**config.mk**
```make
export PLATFORM = sky130hd
export DESIGN_NAME = usrt_tx_flat
export DESIGN_NICKNAME = d
export VERILOG_FILES = /design/src/rtl/usrt_tx_if.sv /design/src/rtl/usrt_tx.sv /design/src/flat_wrapper.sv
export SDC_FILE = /design/constraint.sdc
export NUM_CORES = 1
export LEC_CHECK = 0
export ABC_AREA = 1
export CAP_MARGIN = 15
export CORE_MARGIN = 5
export CORE_UTILIZATION = 51
export DETAILED_ROUTE_END_ITERATION = 6
export GPL_TIMING_DRIVEN = 0
export PLACE_DENSITY = 0.88
export SYNTH_ARGS = -nofsm -noshare
export SYNTH_HDL_FRONTEND = slang
export SYNTH_SLANG_ARGS = --single-unit
```
**constraint.sdc**
```tcl
create_clock -name clk -period 3.6 [get_ports clk]
set_input_delay 0.54 -clock clk [delete_from_list [all_inputs] [get_ports clk]]
set_output_delay 0.54 -clock clk [all_outputs]
set_load 0.01 [all_outputs]
```
**src/rtl/usrt_tx_if.sv**
```systemverilog
// Write-side handshake bundle for usrt_tx: one 28-bit frame word (four 7-bit characters)
// transferred on wr_en & rdy.
interface usrt_tx_if;
    logic [27:0] din;
    logic        wr_en;
    logic        rdy;

    modport master (output din, output wr_en, input rdy);
    modport slave  (input din, input wr_en, output rdy);
endinterface

```
**src/rtl/usrt_tx.sv**
```systemverilog
// usrt_tx: USRT transmit framer that turns the cntr slot index into the TXD line level.
// Optional macro USRT_TX_HOLD_EN adds a one-word hold buffer for gapless back-to-back frames.
module usrt_tx (
    input  logic       clk,
    input  logic       rst,
    input  logic       en_usrt,
    input  logic       RTS,
    input  logic       par_en,
    input  logic [5:0] cout,
    input  logic       max,
    usrt_tx_if.slave   wr,
    output logic       START,
    output logic       TXD,
    output logic       busy,
    output logic       done
);

    typedef enum logic [1:0] {IDLE, WAIT, ARM, SEND} state_t;

    state_t      r_state;
    logic [27:0] r_shift;
    logic        r_start;
    logic        r_txd;
    logic        r_done;

    logic        w_accept;
    logic        w_frameEnd;
    logic        w_slotLevel;
    logic [5:0]  w_charBase;
    logic [5:0]  w_slot;
    logic [6:0]  w_charBits;

`ifdef USRT_TX_HOLD_EN
    logic [27:0] r_hold;
    logic        r_holdFull;

    assign wr.rdy = !r_holdFull;
`else
    assign wr.rdy = (r_state == IDLE);
`endif

    assign w_accept   = wr.wr_en & wr.rdy;
    assign w_frameEnd = (r_state == SEND) & max & en_usrt;

    assign START = r_start;
    assign TXD   = r_txd;
    assign done  = r_done;
    assign busy  = (r_state != IDLE);

    // Split cout into character (tens) and slot-within-character, then pick the line level.
    always_comb begin
        w_charBase = 6'd0;
        w_charBits = r_shift[6:0];
        if (cout >= 6'd30) begin
            w_charBase = 6'd30;
            w_charBits = r_shift[27:21];
        end else if (cout >= 6'd20) begin
            w_charBase = 6'd20;
            w_charBits = r_shift[20:14];
        end else if (cout >= 6'd10) begin
            w_charBase = 6'd10;
            w_charBits = r_shift[13:7];
        end
        w_slot      = cout - w_charBase;
        w_slotLevel = 1'b1;
        case (w_slot)
            6'd0:                                    w_slotLevel = 1'b0;
            6'd1, 6'd2, 6'd3, 6'd4, 6'd5, 6'd6, 6'd7: w_slotLevel = w_charBits[w_slot[2:0] - 3'd1];
            6'd8:                                    w_slotLevel = par_en ? ^w_charBits : 1'b1;
            default:                                 w_slotLevel = 1'b1;
        endcase
    end

    always_ff @(posedge clk) begin
        if (rst) begin
            r_state <= IDLE;
            r_shift <= '0;
            r_start <= 1'b0;
            r_txd   <= 1'b1;
            r_done  <= 1'b0;
`ifdef USRT_TX_HOLD_EN
            r_hold     <= '0;
            r_holdFull <= 1'b0;
`endif
        end else begin
            r_done <= 1'b0;
            case (r_state)
                IDLE: begin
                    r_txd   <= 1'b1;
                    r_start <= 1'b0;
                    if (w_accept) begin
                        r_shift <= wr.din;
                        r_state <= WAIT;
                    end
                end
                // Launching on a qualified tick makes the first start bit a full baud period.
                WAIT: begin
                    if (en_usrt & RTS) begin
                        r_state <= ARM;
                        r_start <= 1'b1;
                        r_txd   <= 1'b0;
                    end else begin
                        r_txd <= 1'b1;
                    end
                end
                ARM: begin
                    if (cout != 6'd0) begin
                        r_state <= SEND;
                        r_start <= 1'b0;
                        r_txd   <= w_slotLevel;
                    end else begin
                        r_start <= 1'b1;
                        r_txd   <= 1'b0;
                    end
                end
                SEND: begin
                    if (w_frameEnd) begin
                        r_done <= 1'b1;
`ifdef USRT_TX_HOLD_EN
                        // Chain straight into the next start bit on the counter-clear edge.
                        if (r_holdFull) begin
                            r_shift    <= r_hold;
                            r_holdFull <= 1'b0;
                            r_state    <= ARM;
                            r_start    <= 1'b1;
                            r_txd      <= 1'b0;
                        end else if (w_accept) begin
                            r_shift <= wr.din;
                            r_state <= ARM;
                            r_start <= 1'b1;
                            r_txd   <= 1'b0;
                        end else begin
                            r_state <= IDLE;
                            r_txd   <= 1'b1;
                        end
`else
                        r_state <= IDLE;
                        r_txd   <= 1'b1;
`endif
                    end else begin
                        r_txd <= w_slotLevel;
                    end
                end
                default: begin
                    r_state <= IDLE;
                    r_start <= 1'b0;
                    r_txd   <= 1'b1;
                end
            endcase
`ifdef USRT_TX_HOLD_EN
            if (w_accept && (r_state != IDLE) && !w_frameEnd) begin
                r_hold     <= wr.din;
                r_holdFull <= 1'b1;
            end
`endif
        end
    end

endmodule

```
**src/flat_wrapper.sv**
```systemverilog
// flat-port wrapper written by rule: the top's interface ports become plain ports
module usrt_tx_flat 
  (clk, rst, en_usrt, RTS, par_en, cout, max, START, TXD, busy, done, wr_din, wr_wr_en, wr_rdy);
  usrt_tx_if wr_i ();
  input  logic clk;
  input  logic rst;
  input  logic en_usrt;
  input  logic RTS;
  input  logic par_en;
  input  logic [5:0] cout;
  input  logic max;
  output logic START;
  output logic TXD;
  output logic busy;
  output logic done;
  input wire logic [$bits(wr_i.din)-1:0] wr_din;
  input wire logic [$bits(wr_i.wr_en)-1:0] wr_wr_en;
  output wire logic [$bits(wr_i.rdy)-1:0] wr_rdy;
  assign wr_i.din = wr_din;
  assign wr_i.wr_en = wr_wr_en;
  assign wr_rdy = wr_i.rdy;
  usrt_tx u_core (.clk(clk), .rst(rst), .en_usrt(en_usrt), .RTS(RTS), .par_en(par_en), .cout(cout), .max(max), .wr(wr_i), .START(START), .TXD(TXD), .busy(busy), .done(done));
endmodule
```
# Word level (Yosys, flattened, before mapping)
# Cells that the tools add are included.
# word_totals
out_inout_bits	5
register_bits	33
inputBits	41
wordCells	65
# op_classes
n_eq_ne	15
n_bitwise	5
n_reduce_logical	11
order_cmp	4
muxes	23
add_sub_neg	2
# ops
cell	count
6-bit by 3-bit equality test with 1-bit output (second input constant)	4
7-bit two-way mux	3
6-bit by 2-bit equality test with 1-bit output (second input constant)	2
6-bit by 5-bit greater-or-equal comparator with 1-bit output (second input constant)	2
6-bit two-way mux	2
1-bit two-way mux	8
2-bit two-way mux	4
2-bit one-hot mux with 4 select lines	1
7-bit OR reduction	1
7-bit XOR reduction	1
6-bit by 1-bit equality test with 1-bit output (second input constant)	1
6-bit by 4-bit equality test with 1-bit output (second input constant)	1
6-bit by 4-bit greater-or-equal comparator with 1-bit output (second input constant)	1
6-bit zero test	1
2-bit by 1-bit inequality test with 1-bit output (second input constant)	3
1-bit one-hot mux with 3 select lines	2
6-bit nonzero test	1
6-bit subtractor	1
1-bit AND	4
2-bit equality test (second input constant)	2
3-bit by 4-bit < comparator with 1-bit output (second input constant)	1
4-bit two-way mux	1
1-bit one-hot mux with 4 select lines	1
2-bit AND reduction	2
10 further kinds	10

# Logic depth before layout (Yosys ltp)
# depth
ltp_word	11
depth_mapped	19
mapped_depth_nobuf	19

# Worst setup path before layout
# No wires, ideal clock.
# synth_path
path_kind	input -> register
from	input cout[2]
to	register u_core.r_txd (netlist: u_core.TXD)
arrival_ps	2578
required_time_ps	3479
path_buffers	0
setup_time_ps	121
slack_ps	901
path_stages	15
cell_sequence	o21ai_2 nand2_2 a21oi_1 inv_1 ha_1 fa_1 nor2_1 o41ai_1 nor3_1 nand2_1 nor2_1 nor2_1 nand2_1 nand2_1 nand2_1
# synth_between
elab_chain_cells	11
word_cells_on_any_way	30
cone_classes	add/sub: 2; order compare: 3; eq/ne: 8; mux: 13; reduce/logical: 4
# synth_rtl
item	line_no	text
from (decl)	flat_wrapper.sv:10	input logic [5:0] cout;
6-bit by 4-bit greater-or-equal comparator with 1-bit output	usrt_tx.sv:60	end else if (cout >= 6'd10) begin
4-bit two-way mux	usrt_tx.sv:60	
6-bit two-way mux	usrt_tx.sv:57	end else if (cout >= 6'd20) begin
6-bit two-way mux	usrt_tx.sv:54	if (cout >= 6'd30) begin
6-bit subtractor	usrt_tx.sv:64	w_slot = cout - w_charBase;
3-bit by 1-bit subtractor with 3-bit output	usrt_tx.sv:68	6'd1, 6'd2, 6'd3, 6'd4, 6'd5, 6'd6, 6'd7: w_slotLevel = w_charBits[w_slot[2:0] - 3'd1];
1-bit binary-select mux with 3-bit select	usrt_tx.sv:68	
1-bit two-way mux (implied by the code)	usrt_tx.sv:68	
1-bit one-hot mux with 3 select lines	usrt_tx.sv:66	case (w_slot)
1-bit two-way mux, on equally long branches	usrt_tx.sv:117, usrt_tx.sv:107	
1-bit one-hot mux with 4 select lines *	usrt_tx.sv:87	case (r_state)
to (signal assigned)	usrt_tx.sv:110	r_txd <= w_slotLevel;
to (signal assigned)	usrt_tx.sv:141	r_txd <= w_slotLevel;
to (decl)	usrt_tx.sv:23	logic r_txd;
# Every way passes the cells marked *; elsewhere a longest branch is shown, timed or not. The select of a mux whose other input is x is not followed.
# A chain may end at the register's enable or synchronous reset.

# Worst setup path after layout
# Ends and elaborated chain as after synthesis.

==> metrics.md <==
| Metric | Value |
|---|---|
| Final worst-path cycle share | `around 93%` |
| CTS clk-pin slew, worst paths | `0.07 ns` |
| Post-DRT Antenna Nets | `0` |
| Startpoint of the lowest-slack hold path | `u_core.r_shift[0]` |
| Run status | `finished clean` |
| Number of violations reported at the end of detailed-routing iteration 0 | `between 80 and 90` |
| Number of top-level design ports | `46` |
| Largest area contributor in the synthesized netlist | `dfxtp_1` |
| Cell area after technology mapping | `~2200 um2` |
| Layout net count | `436` |
| Number of instances on the worst hold path | `2` |
| Hold Path Sink | `u_core.r_shift[0]` |
| Largest fanout on the critical path | `8` |
| Antenna cell count | `0` |
| Critical Path AT | `3.51 ns` |
| Leading cell type in the layout, fill and taps excluded | `nand2_1` |
| Standby leakage power | `1.26 nW` |
| Number of hold violations in the final report | `0` |
| Footprint of the multi-input gates | `between 1000 and 1500 um2` |
| Overall die height | `around 76 um` |
| Slew at the pin closest to its max-slew limit | `0.504 ns` |
| Max-slew headroom at the worst pin | `66.1%` |
| Aggregate global-route resource usage | `17.9%` |
| Core area | `4290 um2` |
| Fmax achieved | `0.299 GHz` |
| Power per unit of standard cell area | `510 nW/um2` |
| FF-to-FF End | `u_core.r_shift[16]` |
| Clock buffers created by TritonCTS | `5` |
| CP startpoint | `cout[2]` |
| Max-cap violations | `0` |
| Endpoints failing setup | `0` |
| Min Clock Period, post-route | `3.34 ns` |
| Share of the yosys chip area belonging to registers | `between 20% and 30%` |
| Sum of overflow across all layers after global routing | `0` |
| Leading cell types in the layout, fill and taps excluded | `95 x nand2_1, 44 x clkdlybuf4s50_1, 37 x inv_1` |
| Flip-flop and latch count after synthesis | `33` |
| Post-layout utilization of the core | `67.1%` |
| Vias in the first global route | `2072` |
| Wire length of the first global-routing pass | `roughly 9000 um` |
| Tightest Hold Check Type | `register to register` |
| Via density | `5.08` |
| Reg2reg path depth | `7` |
| Pin count of the biggest net entering global routing | `12` |
| Reg-to-reg setup timing slack | `1.61 ns` |
| Worst path required time | `approximately 3.8 ns` |
| Die boundary width | `76.1 um` |
| Max IR drop VDD | `roughly 0.00041 V` |
| Floorplan row count | `24` |
| Sum Neg Setup Slack | `0 ns` |
| Fill count | `368` |
| Count of different cell masters after synthesis | `37` |
| Cell count after synthesis | `326` |
| Initial cell density of the core | `51.8%` |
| H-tree depth | `2` |
| Top cell type's share of synthesized area | `~30%` |
| Initial antenna violation count | `0` |
| Post-synthesis to final-layout area growth | `29.5%` |
| Wire per inst | `12.1 um` |
| Nature of the critical path endpoint | `register` |
| Clock sink count | `33` |
| Number of I/O port buffers | `44` |
| Clock tree from TritonCTS | `yes` |
| Kind of start point of the critical path | `primary input` |
| Number of pins with negative max-slew slack in the final report | `0` |
| # DRC | `0` |
| Sequential cell area in the final layout | `661 um2` |
| Number of vias in the routed layout | `2200` |
| Die Footprint | `between 5000 and 6000 um2` |
| Worst-case hold slack | `approximately 0.47 ns` |
| Number of synthesis warnings | `0` |
| Initial DRT Pass Iterations | `4` |
| Net count after synthesis | `between 300 and 400` |
| Worst setup path class | `primary input to register` |
| Cell at the root of the clock tree | `clkbuf_8` |
| Worst r2r src | `u_core.r_state[0]` |
| Cells taking the most area after synthesis | `dfxtp_1 30%, nand2_1 16%, ha_1 7.9%, inv_1 6.2%, a21oi_1 5.6%` |
| Syn Area/Cell | `6.83 um2` |
| Dpl hpwl | `4140 um` |
| Clock latency on the worst-skew pair | `0.29 ns` |
| Share of layout cells above drive strength 1 | `9.97%` |
| Worst-case clock skew | `0.00772 ns` |
| Total length of routed wires | `5230 um` |
| Routability congestion estimate | `0.905` |
| Longest Clk Path Bufs | `2` |
## cells by family (layout without fill, tap and decap cells)
kind of cell / after synthesis / after routing / share of synthesized area [%]
simple gates: 161 / 161 / 32.9
compound gates: 59 / 59 / 16.8
buf+inv: 54 / 109 / 10.3
flops: 33 / 33 / 29.7
fa+ha+maj: 15 / 15 / 8.77
xor+xnor: 4 / 4 / 1.57
## critical path, stage by stage
cell and delay (ns):
clkdlybuf4s50_1 0.56, o21ai_4 0.33, nand2_2 0.16, a21oi_1 0.24, inv_1 0.07, ha_1 0.20, fa_1 0.57, nor2_1 0.07
o41ai_1 0.26, nor3_1 0.11, nand2_1 0.08, nor2_1 0.04, nor2_1 0.08, nand2_1 0.09, nand2_1 0.07, nand2_1 0.05
## metrics by stage
| stage | worst slack [ns] | total power [W] | instances | cell area, um2 |
|---|---|---|---|---|
| 6_report | 0.258 | 0.00147 | 433 | 2880 |
| 3_3_place_gp | -0.0282 | 0.00109 | 422 | 2730 |
| 5_1_grt | -0.00813 | 0.00158 | 433 | 2880 |
| 3_5_place_dp | -0.0805 | 0.00111 | 422 | 2730 |
| 4_1_cts | 0.188 | 0.00147 | 430 | 2850 |
| 2_1_floorplan | 0.901 | 0.000916 | 326 | 2230 |
## power by group
| group | total [W] | internal [W] | switching, W |
|---|---|---|---|
| Sequential | 0.000491 | 0.000449 | 0.0000414 |
| Combinational | 0.000620 | 0.000260 | 0.000360 |
| Clock | 0.000360 | 0.000226 | 0.000134 |
## flip-flops by register name (all words and copies together), names as in the netlist
register,flops
u_core.START,1
u_core.TXD,1
u_core.done,1
u_core.r_shift,28
u_core.r_state,2
## worst max-delay path by stage
stage,end,slack [ns]
after CTS,u_core.TXD,0.19
after global placement,u_core.TXD,-0.03
final,u_core.TXD,0.26
after global routing,u_core.TXD,-0.008
after floorplan,u_core.TXD,0.90
after detailed placement,u_core.TXD,-0.08
## cells in the mapped netlist, drive strengths merged
cell    instances
ha             14
o221ai          1
a211oi         12
inv            42
a21boi          1
nor4            1
nand2          98
nor2           34
xnor2           1
buf             3
xor2            3
clkinv          1
dfxtp          33
o41ai           1
nand3b          2
o21bai          1
nand3          23
o21ai           9
clkbuf          8
nor3            3
fa              1
a31oi           1
o211ai          2
a21oi          31
## final cells by class
class | instances | share of cell area [%]
flip-flops and latches | 33 | 22.9
clock buffers | 7 | 2.99
clock inverters | 1 | 1.04
repair buffers | 47 | 16.1
well taps | 52 | 2.26
multi-input cells | 239 | 46.8
plain buffers | 11 | 2.26
inverters | 43 | 5.69
## what timing repair did
action,CTS,global route
resized for setup,0,2
setup endpoints to repair,0,1
setup buffers,0,3
endpoints found under the hold margin,0,0
hold buffers,0,0
## layer usage
metal | GRT usage (%) | vias to the layer above | routed length, um
li1 | - | 1159 | -
met1 | 21.9 | 981 | 2330
met2 | 31.3 | 51 | 2560
met3 | 3.78 | 9 | 265
met4 | 5.42 | 0 | 74
met5 | 0 | - | 0
Power figures use the tool's default switching activity.
